<file path="src/rtl/vc_mem_bus.sv">
// Bus sequencer: turns one byte/word request into latch_hi/latch_lo/data strobes on the
// 8-bit multiplexed memory bus, plus a 2-flop irq synchroniser. Optional: VC_HI_CACHE_EN.
module vc_mem_bus #(
  parameter logic [7:0] IDLE_OUT = 8'h00
) (
  input  logic        clk,
  input  logic        reset,
  input  logic        req_valid,
  output logic        req_ready,
  input  logic        req_write,
  input  logic        req_word,
  input  logic [15:0] req_addr,
  input  logic [15:0] req_wdata,
  output logic        rdone,
  output logic [15:0] rdata,
  output logic [7:0]  bus_out,
  input  logic [7:0]  bus_in,
  output logic        bus_ind,
  output logic        bus_write,
  output logic        bus_latch_hi,
  output logic        bus_latch_lo,
  input  logic        irq_pin,
  output logic        irq
);

  typedef enum logic [2:0] {
    IDLE,
    HI,
    LO,
    D0,
    D1
  } state_t;

  state_t      state_q;
  logic        ready_q;
  logic        rdone_q;
  logic [15:0] rdata_q;
  logic [7:0]  bus_out_q;
  logic        bus_ind_q;
  logic        bus_write_q;
  logic        latch_hi_q;
  logic        latch_lo_q;

  logic [15:0] addr_q;
  logic [15:0] wdata_q;
  logic        wr_q;
  logic        word_q;

  logic        irq_meta_q;
  logic        irq_q;

  logic        hi_hit;

`ifdef VC_HI_CACHE_EN
  logic [7:0]  hi_tag_q;
  logic        hi_valid_q;

  assign hi_hit = hi_valid_q && (hi_tag_q == req_addr[15:8]);

  // Tag is loaded on the accept that schedules HI, i.e. whenever HI executes.
  always_ff @(posedge clk) begin
    if (reset) begin
      hi_tag_q   <= '0;
      hi_valid_q <= 1'b0;
    end else if (state_q == IDLE && req_valid && !hi_hit) begin
      hi_tag_q   <= req_addr[15:8];
      hi_valid_q <= 1'b1;
    end
  end
`else
  assign hi_hit = 1'b0;
`endif

  // Outputs are loaded with the values of the state being entered, so every pin is a flop.
  always_ff @(posedge clk) begin
    if (reset) begin
      state_q     <= IDLE;
      ready_q     <= 1'b1;
      rdone_q     <= 1'b0;
      rdata_q     <= '0;
      bus_out_q   <= IDLE_OUT;
      bus_ind_q   <= 1'b0;
      bus_write_q <= 1'b0;
      latch_hi_q  <= 1'b0;
      latch_lo_q  <= 1'b0;
      addr_q      <= '0;
      wdata_q     <= '0;
      wr_q        <= 1'b0;
      word_q      <= 1'b0;
    end else begin
      rdone_q <= 1'b0;
      unique case (state_q)
        IDLE: begin
          if (req_valid && ready_q) begin
            addr_q  <= req_addr;
            wdata_q <= req_wdata;
            wr_q    <= req_write;
            word_q  <= req_word;
            ready_q <= 1'b0;
            if (hi_hit) begin
              state_q    <= LO;
              bus_out_q  <= req_addr[7:0];
              latch_lo_q <= 1'b1;
            end else begin
              state_q    <= HI;
              bus_out_q  <= req_addr[15:8];
              latch_hi_q <= 1'b1;
            end
          end
        end
        HI: begin
          state_q    <= LO;
          bus_out_q  <= addr_q[7:0];
          latch_hi_q <= 1'b0;
          latch_lo_q <= 1'b1;
        end
        LO: begin
          state_q     <= D0;
          latch_lo_q  <= 1'b0;
          bus_ind_q   <= word_q ? 1'b0 : addr_q[0];
          bus_write_q <= wr_q;
          bus_out_q   <= wr_q ? wdata_q[7:0] : IDLE_OUT;
        end
        D0: begin
          if (!wr_q) begin
            rdata_q[7:0] <= bus_in;
            if (!word_q) begin
              rdata_q[15:8] <= '0;
            end
          end
          if (word_q) begin
            state_q     <= D1;
            bus_ind_q   <= 1'b1;
            bus_write_q <= wr_q;
            bus_out_q   <= wr_q ? wdata_q[15:8] : IDLE_OUT;
          end else begin
            state_q     <= IDLE;
            ready_q     <= 1'b1;
            rdone_q     <= 1'b1;
            bus_out_q   <= IDLE_OUT;
            bus_ind_q   <= 1'b0;
            bus_write_q <= 1'b0;
          end
        end
        D1: begin
          if (!wr_q) begin
            rdata_q[15:8] <= bus_in;
          end
          state_q     <= IDLE;
          ready_q     <= 1'b1;
          rdone_q     <= 1'b1;
          bus_out_q   <= IDLE_OUT;
          bus_ind_q   <= 1'b0;
          bus_write_q <= 1'b0;
        end
        default: begin
          state_q <= IDLE;
          ready_q <= 1'b1;
        end
      endcase
    end
  end

  always_ff @(posedge clk) begin
    if (reset) begin
      irq_meta_q <= 1'b0;
      irq_q      <= 1'b0;
    end else begin
      irq_meta_q <= irq_pin;
      irq_q      <= irq_meta_q;
    end
  end

  assign req_ready    = ready_q;
  assign rdone        = rdone_q;
  assign rdata        = rdata_q;
  assign bus_out      = bus_out_q;
  assign bus_ind      = bus_ind_q;
  assign bus_write    = bus_write_q;
  assign bus_latch_hi = latch_hi_q;
  assign bus_latch_lo = latch_lo_q;
  assign irq          = irq_q;

endmodule

</file>
<file path="config.mk">
export PLATFORM = sky130hd
export DESIGN_NAME = vc_mem_bus
export DESIGN_NICKNAME = d
export VERILOG_FILES = /design/src/rtl/vc_mem_bus.sv
export SDC_FILE = /design/constraint.sdc
export NUM_CORES = 1
export LEC_CHECK = 0
export CAP_MARGIN = 0
export CORE_ASPECT_RATIO = 0.75
export CORE_UTILIZATION = 35
export CTS_BUF_LIST = sky130_fd_sc_hd__clkbuf_16
export DETAILED_ROUTE_END_ITERATION = 10
export PLACE_DENSITY_LB_ADDON = 0.1
export SYNTH_ARGS = -nofsm -noshare
export SYNTH_HDL_FRONTEND = slang
export SYNTH_SLANG_ARGS = --single-unit
</file>
<file path="constraint.sdc">
create_clock -name clk -period 3.67 [get_ports clk]
set_clock_uncertainty 0.15 [all_clocks]
set_input_delay 0.367 -clock clk [delete_from_list [all_inputs] [get_ports clk]]
set_output_delay 0.367 -clock clk [all_outputs]
set_load 0.01 [all_outputs]
</file>
# --- Word-level counts from Yosys, hierarchy flattened ---
# Index checks and enable logic that the tools add are counted.
totals:
  ff_bits: 61
classes:
  reduce_logical: 14
  muxes: 25
  n_bitwise: 2
  eq_ne: 8
op_table:
  columns: ["op", "n"]
  rows:
  - ["two-way mux 8 bit", 6]
  - ["one-hot mux 8 bit (5 select lines)", 1]
  - ["two-way mux 16 bit", 1]
  - ["one-hot mux 8 bit (2 select lines)", 1]
  - ["one-hot mux 3 bit (4 select lines)", 1]
  - ["one-hot mux 1 bit (3 select lines)", 3]
  - ["!= test 2 bit (second input constant)", 4]
  - ["AND reduction 2 bit", 4]
  - ["two-way mux 1 bit", 7]
  - ["equality test 3 x 2 -> 1 bit (second input constant)", 2]
  - ["two-way mux 3 bit", 2]
  - ["one-hot mux 1 bit (2 select lines)", 3]
  - ["nonzero test 2 bit", 3]
  - ["nonzero test 5 bit", 1]
  - ["AND reduction 4 bit", 1]
  - ["equality test 3 x 1 -> 1 bit (second input constant)", 1]
  - ["equality test 3 bit (second input constant)", 1]
  - ["zero test 3 bit", 1]
  - ["AND reduction 3 bit", 1]
  - ["nonzero test 3 bit", 1]
  - ["NOT 1 bit", 2]
  - ["OR reduction 2 bit", 1]
  - ["logical AND 1 bit", 1]

# --- Depth between registers and ports, before layout ---
# Gate-level depths: netlist of run 1.
logic_depth:
  word_depth: 4
  mapped_depth: 7

# --- Worst setup path after synthesis of run 1 ---
# OpenSTA, ideal clock, no wires.
synth_path:
  path_kind: "reg-to-reg"
  start: "register state_q[1]"
  end: "register addr_q[0]"
  required_ps: 3379
  stages_incl_launch_ff: 8
  period_less_slack_ps: 1480
  setup_time_ps: 141
  n_path_buf: 3
  setup_slack_ps: 2190
  t_arrival_ps: 1189
  path_cell_list: "dfxtp_1 -> buf_6 -> nor3_2 -> buf_4 -> nand3_4 -> buf_2 -> nand2_1 -> a21oi_2"
synth_between:
  elab_chain_len: 2
synth_lines:
  columns: ["item", "line_no", "text"]
  rows:
  - ["start: declaration", "34", "state_t state_q;"]
  - ["start signal: assignment", "77", "state_q <= IDLE;"]
  - ["start signal: assignment", "101", "state_q <= LO;"]
  - ["start signal: assignment", "105", "state_q <= HI;"]
  - ["zero test 3 bit", "92", "unique case (state_q)"]
  - ["AND reduction 2 bit (no line)", null, null]
  - ["end signal: assignment", "95", "addr_q <= req_addr;"]
  - ["end: declaration", "44", "logic [15:0] addr_q;"]
# Every way passes these cells.
# A chain may end at the register's enable or synchronous reset.

# --- Worst setup path after layout of run 1 ---
layout_path:
  start: "register state_q[1]"
  end: "register wdata_q[0]"
layout_between:
  elab_chain_len: 2
layout_lines:
  columns: ["item", "line_no", "text"]
  rows:
  - ["zero test 3 bit", "92", null]
  - ["AND reduction 2 bit (no line)", null, null]
  - ["end signal: assignment", "96", "wdata_q <= req_wdata;"]
  - ["end: declaration", "45", "logic [15:0] wdata_q;"]
# Every way passes these cells.

==> results of run 1 <==
metrics by stage:
stage / power (W) / cell area [um^2] / setup slack, ps / hold WS (ps)
floorplan: 0.000984 / 2640 / 2190 / 264
global placement: 0.00111 / 3400 / 1460 / 269
detailed placement: 0.00112 / 3400 / 1410 / 287
CTS: 0.00194 / 3690 / 1390 / 299
global route: 0.00201 / 3690 / 1140 / 312
finish: 0.00192 / 3690 / 1370 / 297
synth_stat cells:
| master | number | share of area, % |
|---|---|---|
| dfxtp_1 | 61 | 46 |
| nand2_1 | 61 | 8.7 |
| a21oi_1 | 28 | 5.3 |
| nor2_1 | 18 | 2.6 |
| nand2_2 | 11 | 2.6 |
| o21ai_0 | 11 | 2.1 |
| a21oi_2 | 10 | 3.3 |
| clkbuf_1 | 9 | 1.3 |
| mux2i_1 | 8 | 3.0 |
| nand3_1 | 8 | 1.5 |
| o21bai_1 | 8 | 2.3 |
| a22oi_1 | 7 | 2.0 |
| a41oi_1 | 7 | 2.3 |
| buf_4 | 7 | 2.0 |
| or2_1 | 7 | 1.7 |
| nor2b_1 | 6 | 1.4 |
| and3_1 | 4 | 0.95 |
| buf_2 | 4 | 0.76 |
| buf_6 | 3 | 1.3 |
| nand2b_1 | 2 | 0.47 |
| nor3_1 | 2 | 0.38 |
| nor3_2 | 2 | 0.76 |
| o21ai_1 | 2 | 0.38 |
| a2111oi_1 | 1 | 0.38 |
| a211oi_1 | 1 | 0.28 |
| a211oi_2 | 1 | 0.47 |
| a21boi_4 | 1 | 0.71 |
| a31oi_1 | 1 | 0.24 |
| and2b_1 | 1 | 0.28 |
| and3b_1 | 1 | 0.33 |
| inv_1 | 1 | 0.14 |
| nand3_4 | 1 | 0.66 |
| nand4b_1 | 1 | 0.33 |
| nor3b_4 | 1 | 0.71 |
| nor4_1 | 1 | 0.24 |
| nor4bb_1 | 1 | 0.38 |
| o21ai_2 | 1 | 0.33 |
| o21ai_4 | 1 | 0.62 |
| o22ai_1 | 1 | 0.24 |
| xnor2_1 | 1 | 0.33 |
kinds of logic after synthesis:
logic type | share of synthesized area, %
DFF | 46.3
and+or+nand+nor | 23.9
xor gates and xnor gates | 0.332
AOI/OAI and AO/OA | 21.0
muxes | 3.03
buffers and inverters | 5.45
worst max path at each step:
stage	from	end	slack, ps	depth (start not counted)
6_report	state_q[1]	wdata_q[0]	1370	5
5_1_grt	state_q[2]	addr_q[6]	1140	5
4_1_cts	state_q[1]	wdata_q[0]	1390	5
3_5_place_dp	state_q[2]	wdata_q[0]	1410	5
3_3_place_gp	state_q[1]	addr_q[6]	1460	5
2_1_floorplan	state_q[1]	addr_q[0]	2190	7
where the power goes:
part | leakage [nW] | switching, W | total, W | internal [W]
registers | 0.498 | 0.0000560 | 0.000777 | 0.000721
clock network | 0.135 | 0.000296 | 0.000815 | 0.000520
logic | 0.612 | 0.000160 | 0.000324 | 0.000164
total | 1.24 | 0.000512 | 0.00192 | 0.00140
sequential cells by signal (all words and copies together), names as in the netlist, 3 cells and up:
| signal | flops |
|---|---|
| addr_q | 8 |
| wdata_q | 16 |
| state_q | 3 |
| rdata | 16 |
| bus_out | 8 |
area by class of cell:
| type | instances | share of cell area, % |
|---|---|---|
| repair buffers | 78 | 20.9 |
| flip-flops and latches | 61 | 33.1 |
| clock buffers | 9 | 6.11 |
| inverters | 1 | 0.102 |
| clock inverters | 7 | 1.80 |
| well taps | 101 | 3.43 |
| multi-input cells | 218 | 34.5 |
metal layers:
| metal | track usage, % | wire length [um] |
|---|---|---|
| met1 | 28.7 | 3580 |
| met2 | 22.4 | 2570 |
| met3 | 5.83 | 465 |
| met4 | 6.00 | 42 |
| met5 | 0 | 0 |
==> impl_metrics.prom, run 1 <==
# TYPE chip_impl_metric gauge
chip_impl_metric{name="place.port_buffers",unit=""} 76
chip_impl_info{name="status",value="completed"} 1
chip_impl_metric{name="synth_seq_area_share",unit="%"} 46.3
chip_impl_metric{name="final_antenna_net_count",unit=""} 0
chip_impl_metric{name="syn_area",unit="mm^2"} 0.00264
chip_impl_info{name="mostFrequentLayoutCells",value="clkdlybuf4s50_1, nand2_1, dfxtp_1"} 1
chip_impl_metric{name="die_w",unit="um"} 102
chip_impl_metric{name="floorplan.rows",unit=""} 27
chip_impl_metric{name="seq_area",unit="mm^2"} 0.00122
chip_impl_metric{name="grt_start_max_net_pins",unit=""} 44
chip_impl_metric{name="hold_viol",unit=""} 0
chip_impl_metric{name="avgRoutedWirePerCell",unit="um"} 14.0
chip_impl_metric{name="cts.clk_slew.worst_paths",unit="ps"} 50
chip_impl_metric{name="synth_nets",unit=""} 349
chip_impl_metric{name="post-place-cells",unit=""} 459
chip_impl_info{name="unrepaired_setup_endpoints_after_global_routing",value="no"} 1
chip_impl_metric{name="finalSetupViolCount",unit=""} 0
chip_impl_metric{name="htreeDepth",unit=""} 3
chip_impl_metric{name="worst-r2r-cell-count",unit=""} 5
chip_impl_metric{name="timing.final.crit_period",unit="ps"} 2300
chip_impl_info{name="reg2reg_from",value="state_q[1]"} 1
chip_impl_metric{name="route.vias.total",unit=""} 2279
chip_impl_metric{name="post-cts-setup-buffer-count",unit=""} 0
chip_impl_metric{name="gr-usage-all-layers",unit="%"} 18.3
chip_impl_metric{name="synthDistinctLibCells",unit=""} 40
chip_impl_metric{name="grt_pass1_wl",unit="mm"} 10.9
chip_impl_metric{name="worstSkewPairLatency",unit="ps"} 320
chip_impl_metric{name="drc",unit=""} 0
chip_impl_metric{name="leakage",unit="nW"} 1.24
chip_impl_metric{name="totalNegativeSetupSlack",unit="ps"} 0
chip_impl_metric{name="final_layout_size_suffix_gt1_share",unit="%"} 12.6
chip_impl_metric{name="placeableCoreArea",unit="mm^2"} 0.00733
chip_impl_info{name="crit_chain",value="nor3_2 > and3_1 > buf_4 > nand2_1 > a21oi_1"} 1
chip_impl_metric{name="insertedDiodeCount",unit=""} 0
chip_impl_info{name="ctsRootBufferMaster",value="clkbuf_16"} 1
chip_impl_info{name="min_path_type",value="reg2reg"} 1
chip_impl_metric{name="drtPass1Iterations",unit=""} 4
chip_impl_metric{name="nets",unit=""} 415
chip_impl_metric{name="worst_reg2reg_setup_slack",unit="ps"} 1370
chip_impl_metric{name="place_congestion",unit=""} 0.736
chip_impl_metric{name="syn_area_per_cell",unit="um^2"} 8.71
chip_impl_metric{name="detailedPlacementHpwl",unit="mm"} 4.50
chip_impl_info{name="timing.critical_path.slowest_stage_cell",value="nor3_2"} 1
chip_impl_metric{name="power.density_cell_area",unit="mW/mm^2"} 520
chip_impl_metric{name="synthToLayoutAreaGrowth",unit="%"} 39.7
chip_impl_metric{name="worstMarginPinSlew",unit="ps"} 878
chip_impl_metric{name="nFillCells",unit=""} 708
chip_impl_info{name="cts_tree",value="built"} 1
chip_impl_metric{name="critical_path.max_fanout",unit=""} 26
chip_impl_metric{name="cp.required",unit="ps"} 3760
chip_impl_metric{name="die-area",unit="mm^2"} 0.00789
chip_impl_metric{name="drt_first_iter_violations",unit=""} 75
chip_impl_metric{name="maxCapViolCount",unit=""} 0
chip_impl_metric{name="max_freq",unit="MHz"} 435
chip_impl_metric{name="synthCells",unit=""} 303
chip_impl_info{name="critPathTopFamily",value="simple AND/OR/NAND/NOR gates"} 1
chip_impl_info{name="crit-reg2reg-capture",value="wdata_q[0]"} 1
chip_impl_metric{name="wirelength",unit="mm"} 6.66
chip_impl_metric{name="multi_input_area",unit="mm^2"} 0.00127
chip_impl_metric{name="max-slew-margin-rel",unit="%"} 41.5
chip_impl_metric{name="floorplan.die.height",unit="um"} 77.2
chip_impl_metric{name="ctsHoldBuffers",unit=""} 0
chip_impl_info{name="critPathLaunchType",value="flop"} 1
chip_impl_metric{name="min_period_over_period",unit="%"} 62.7
chip_impl_metric{name="min_path_cells",unit=""} 1
chip_impl_metric{name="gr-total-overflow",unit=""} 0
chip_impl_info{name="layout.cells.most_common",value="clkdlybuf4s50_1"} 1
chip_impl_metric{name="number_of_global_route_vias_before_repair",unit=""} 2137
chip_impl_info{name="worstSetupPathType",value="reg2reg"} 1
chip_impl_metric{name="floorplan.io_pins",unit=""} 77
chip_impl_metric{name="max_stage_delay",unit="ps"} 710
chip_impl_metric{name="cts.sinks",unit=""} 61
chip_impl_metric{name="cp.arrival",unit="ps"} 2390
chip_impl_metric{name="cts_resized",unit=""} 0
chip_impl_info{name="min-delay-start",value="irq_meta_q"} 1
chip_impl_metric{name="ys_ff_latch",unit=""} 61
chip_impl_metric{name="worst_ir_drop_vdd",unit="V"} 0.000219
chip_impl_metric{name="antenna_found_initial",unit=""} 0
chip_impl_metric{name="timing_max_transition_violations_final",unit=""} 0
chip_impl_info{name="worstSetupEndpointType",value="flop"} 1
chip_impl_metric{name="route.detailed.vias_per_inst",unit=""} 4.80
chip_impl_metric{name="initial_cell_density_of_the_core",unit="%"} 36.0
chip_impl_metric{name="synth_warnings",unit=""} 0
chip_impl_metric{name="cts-buffers-inserted",unit=""} 9
chip_impl_metric{name="final_util",unit="%"} 50.3
chip_impl_metric{name="cp_buf_inv_count",unit=""} 1
chip_impl_metric{name="clockBufferDepth",unit=""} 2
chip_impl_metric{name="number_of_standard_cells_in_the_layout_taps_in_and_fillers_out",unit=""} 475
chip_impl_info{name="min_to",value="irq"} 1
(Power assumes the default switching activity.)
==> run 2: changes to the inputs <==
==> constraint.sdc (replaced) <==
create_clock -name clk -period 1.85 [get_ports clk]
set_clock_uncertainty 0.15 [all_clocks]
set_input_delay 0.185 -clock clk [delete_from_list [all_inputs] [get_ports clk]]
set_output_delay 0.185 -clock clk [all_outputs]
set_load 0.01 [all_outputs]
==> run 2 against run 1 <==
Final cell count is 2.9% higher. Global-route usage is 0.27 points higher. Non-clock buffer count is 16 higher. Utilization is 2.3 points higher. Power is 110% higher. Hold slack worse by 28 ps. Sequential cell count stayed put. Die area stayed put.
==> impl_metrics.prom, run 2 (synthesized netlist as in run 1, its figures left out) <==
# TYPE chip_impl_metric gauge
chip_impl_info{name="status",value="completed"} 1
chip_impl_metric{name="antenna_found_initial",unit=""} 0
chip_impl_metric{name="hold_viol",unit=""} 0
chip_impl_info{name="worstSetupEndpointType",value="primary output"} 1
chip_impl_metric{name="place_congestion",unit=""} 0.758
chip_impl_info{name="critPathTopFamily",value="buffers and inverters"} 1
chip_impl_metric{name="totalNegativeSetupSlack",unit="ps"} 0
chip_impl_metric{name="detailedPlacementHpwl",unit="mm"} 4.76
chip_impl_metric{name="worstMarginPinSlew",unit="ps"} 876
chip_impl_metric{name="timing_max_transition_violations_final",unit=""} 0
chip_impl_metric{name="drtPass1Iterations",unit=""} 4
chip_impl_metric{name="gr-total-overflow",unit=""} 0
chip_impl_metric{name="cp_buf_inv_count",unit=""} 1
chip_impl_metric{name="grt_pass1_wl",unit="mm"} 11.2
chip_impl_metric{name="cts.sinks",unit=""} 61
chip_impl_metric{name="final_layout_size_suffix_gt1_share",unit="%"} 16.8
chip_impl_metric{name="post-cts-setup-buffer-count",unit=""} 0
chip_impl_metric{name="maxCapViolCount",unit=""} 0
chip_impl_info{name="layout.cells.most_common",value="clkdlybuf4s50_1"} 1
chip_impl_metric{name="seq_area",unit="mm^2"} 0.00122
chip_impl_metric{name="multi_input_area",unit="mm^2"} 0.00128
chip_impl_metric{name="cp.required",unit="ps"} 1510
chip_impl_metric{name="final_antenna_net_count",unit=""} 0
chip_impl_metric{name="number_of_global_route_vias_before_repair",unit=""} 2238
chip_impl_metric{name="power.density_cell_area",unit="mW/mm^2"} 1030
chip_impl_metric{name="detailed_place.area",unit="mm^2"} 0.00354
chip_impl_metric{name="insertedDiodeCount",unit=""} 0
chip_impl_metric{name="max_freq",unit="MHz"} 563
chip_impl_metric{name="timing.final.crit_period",unit="ps"} 1780
chip_impl_metric{name="floorplan.die.height",unit="um"} 77.2
chip_impl_info{name="unrepaired_setup_endpoints_after_global_routing",value="no"} 1
chip_impl_metric{name="cts.clk_slew.worst_paths",unit="ps"} 50
chip_impl_metric{name="placeableCoreArea",unit="mm^2"} 0.00733
chip_impl_metric{name="drc",unit=""} 0
chip_impl_metric{name="grt_start_max_net_pins",unit=""} 44
chip_impl_metric{name="place.port_buffers",unit=""} 76
chip_impl_metric{name="nFillCells",unit=""} 725
chip_impl_metric{name="cp.arrival",unit="ps"} 1440
chip_impl_info{name="crit_chain",value="clkdlybuf4s50_1"} 1
chip_impl_metric{name="drt_first_iter_violations",unit=""} 109
chip_impl_metric{name="floorplan.io_pins",unit=""} 77
chip_impl_metric{name="finalSetupViolCount",unit=""} 0
chip_impl_metric{name="worstSkewPairLatency",unit="ps"} 320
chip_impl_info{name="critPathLaunchType",value="flop"} 1
chip_impl_info{name="mostFrequentLayoutCells",value="clkdlybuf4s50_1, nand2_1, dfxtp_1"} 1
chip_impl_metric{name="synthToLayoutAreaGrowth",unit="%"} 46.0
chip_impl_metric{name="nets",unit=""} 431
chip_impl_metric{name="route.vias.total",unit=""} 2323
chip_impl_info{name="ctsRootBufferMaster",value="clkbuf_16"} 1
chip_impl_metric{name="max_stage_delay",unit="ps"} 610
chip_impl_metric{name="min_period_over_period",unit="%"} 96.0
chip_impl_metric{name="die_w",unit="um"} 102
chip_impl_info{name="cts_tree",value="built"} 1
chip_impl_metric{name="floorplan.rows",unit=""} 27
chip_impl_metric{name="leakage",unit="nW"} 1.35
chip_impl_metric{name="wirelength",unit="mm"} 6.73
chip_impl_metric{name="avgRoutedWirePerCell",unit="um"} 13.8
chip_impl_metric{name="initial_cell_density_of_the_core",unit="%"} 36.0
chip_impl_metric{name="clockBufferDepth",unit=""} 2
chip_impl_metric{name="route.detailed.vias_per_inst",unit=""} 4.75
chip_impl_metric{name="max-slew-margin-rel",unit="%"} 41.6
chip_impl_metric{name="cts-buffers-inserted",unit=""} 9
chip_impl_metric{name="htreeDepth",unit=""} 3
chip_impl_info{name="min_path_type",value="in2reg"} 1
chip_impl_info{name="worstSetupPathType",value="reg2out"} 1
chip_impl_metric{name="die-area",unit="mm^2"} 0.00789
chip_impl_info{name="timing.critical_path.slowest_stage_cell",value="clkdlybuf4s50_1"} 1
chip_impl_metric{name="final_design_area_no_fill",unit="mm^2"} 0.00385
chip_impl_metric{name="worst_ir_drop_vdd",unit="V"} 0.000515
chip_impl_metric{name="critical_path.max_fanout",unit=""} 8
chip_impl_metric{name="gr-usage-all-layers",unit="%"} 18.5
==> run 2: cell types whose count changed in the layout (fill, tap and decap cells not counted) <==
cell / before / now
buf_4: 2 / 16
buf_12: 0 / 2
clkinvlp_4: 3 / 1
dfxtp_1: 61 / 59
dfxtp_2: 0 / 2
bufinv_16: 1 / 2
clkinv_1: 1 / 0
nor4bb_1: 1 / 0
nor4bb_2: 0 / 1
==> run 2: final cells by class <==
class                      count  area share [%]
multi-input combinational    218            33.2
clock buffer                   9            5.85
timing repair buffer          94            23.8
sequential                    61            31.8
inverter                       1          0.0974
clock inverter                 5            2.01
tap                          101            3.28
==> run 2: what timing repair did <==
action,4_1_cts,5_1_grt
hold buffers,0,0
endpoints found under the hold margin,0,0
setup endpoints to repair,0,21
gates resized for setup,0,3
==> run 2: path summary, 6_finish.rpt <==
check / cells past startpoint / endpoint / from / slack [ps]
setup / recovery: 1 / req_ready / req_ready / 70
hold / removal: 3 / wdata_q[6] / req_wdata[6] / 270
setup reg to reg: 4 / bus_out[4] / state_q[1] / 210
hold reg to reg: 1 / irq / irq_meta_q / 290
==> run 2: layer usage <==
layer,part of all wire [%],up-vias,global-route usage [%]
met5,0,-,0
met4,0.58,0,6.43
met1,53,1060,28.8
met3,5.9,2,5.65
met2,41,58,23.2
li1,-,1203,-
==> run 2: where the power goes <==
group          total [W]  switching [W]  internal [W]
logic           0.000729       0.000350      0.000379
registers        0.00153      0.0000940       0.00143
clock network    0.00171       0.000553       0.00116
==> run 2: worst reg2reg max path: cells and delay by family (launching register included) <==
kind / cells / cell delay (ps)
flip-flops: 1 / 450
AND/OR/NAND/NOR: 2 / 610
AO/OA/AOI/OAI: 2 / 350
==> run 2: through the flow <==
step	utilization (%)	cells	hold WS, ps	total power (W)	worst slack [ps]
final	52.6	489	268	0.00397	74.1
after global routing	52.6	489	260	0.00416	12.7
after global placement	48.3	475	269	0.00227	97.0
after floorplan	-	303	162	0.00195	370
after CTS	52.4	489	259	0.00400	52.2
after detailed placement	48.3	475	285	0.00228	71.0
==> run 3: changes to the inputs <==
--- a/config.mk
+++ b/config.mk
@@ -9,6 +9,7 @@
 export CORE_ASPECT_RATIO = 0.75
 export CORE_UTILIZATION = 35
 export CTS_BUF_LIST = sky130_fd_sc_hd__clkbuf_16
+export CTS_CLUSTER_DIAMETER = 150
 export DETAILED_ROUTE_END_ITERATION = 10
 export PLACE_DENSITY_LB_ADDON = 0.1
 export SYNTH_ARGS = -nofsm -noshare
==> results of run 3 <==
Same layout as run 2: the final DEF is identical, and so are final timing and power.
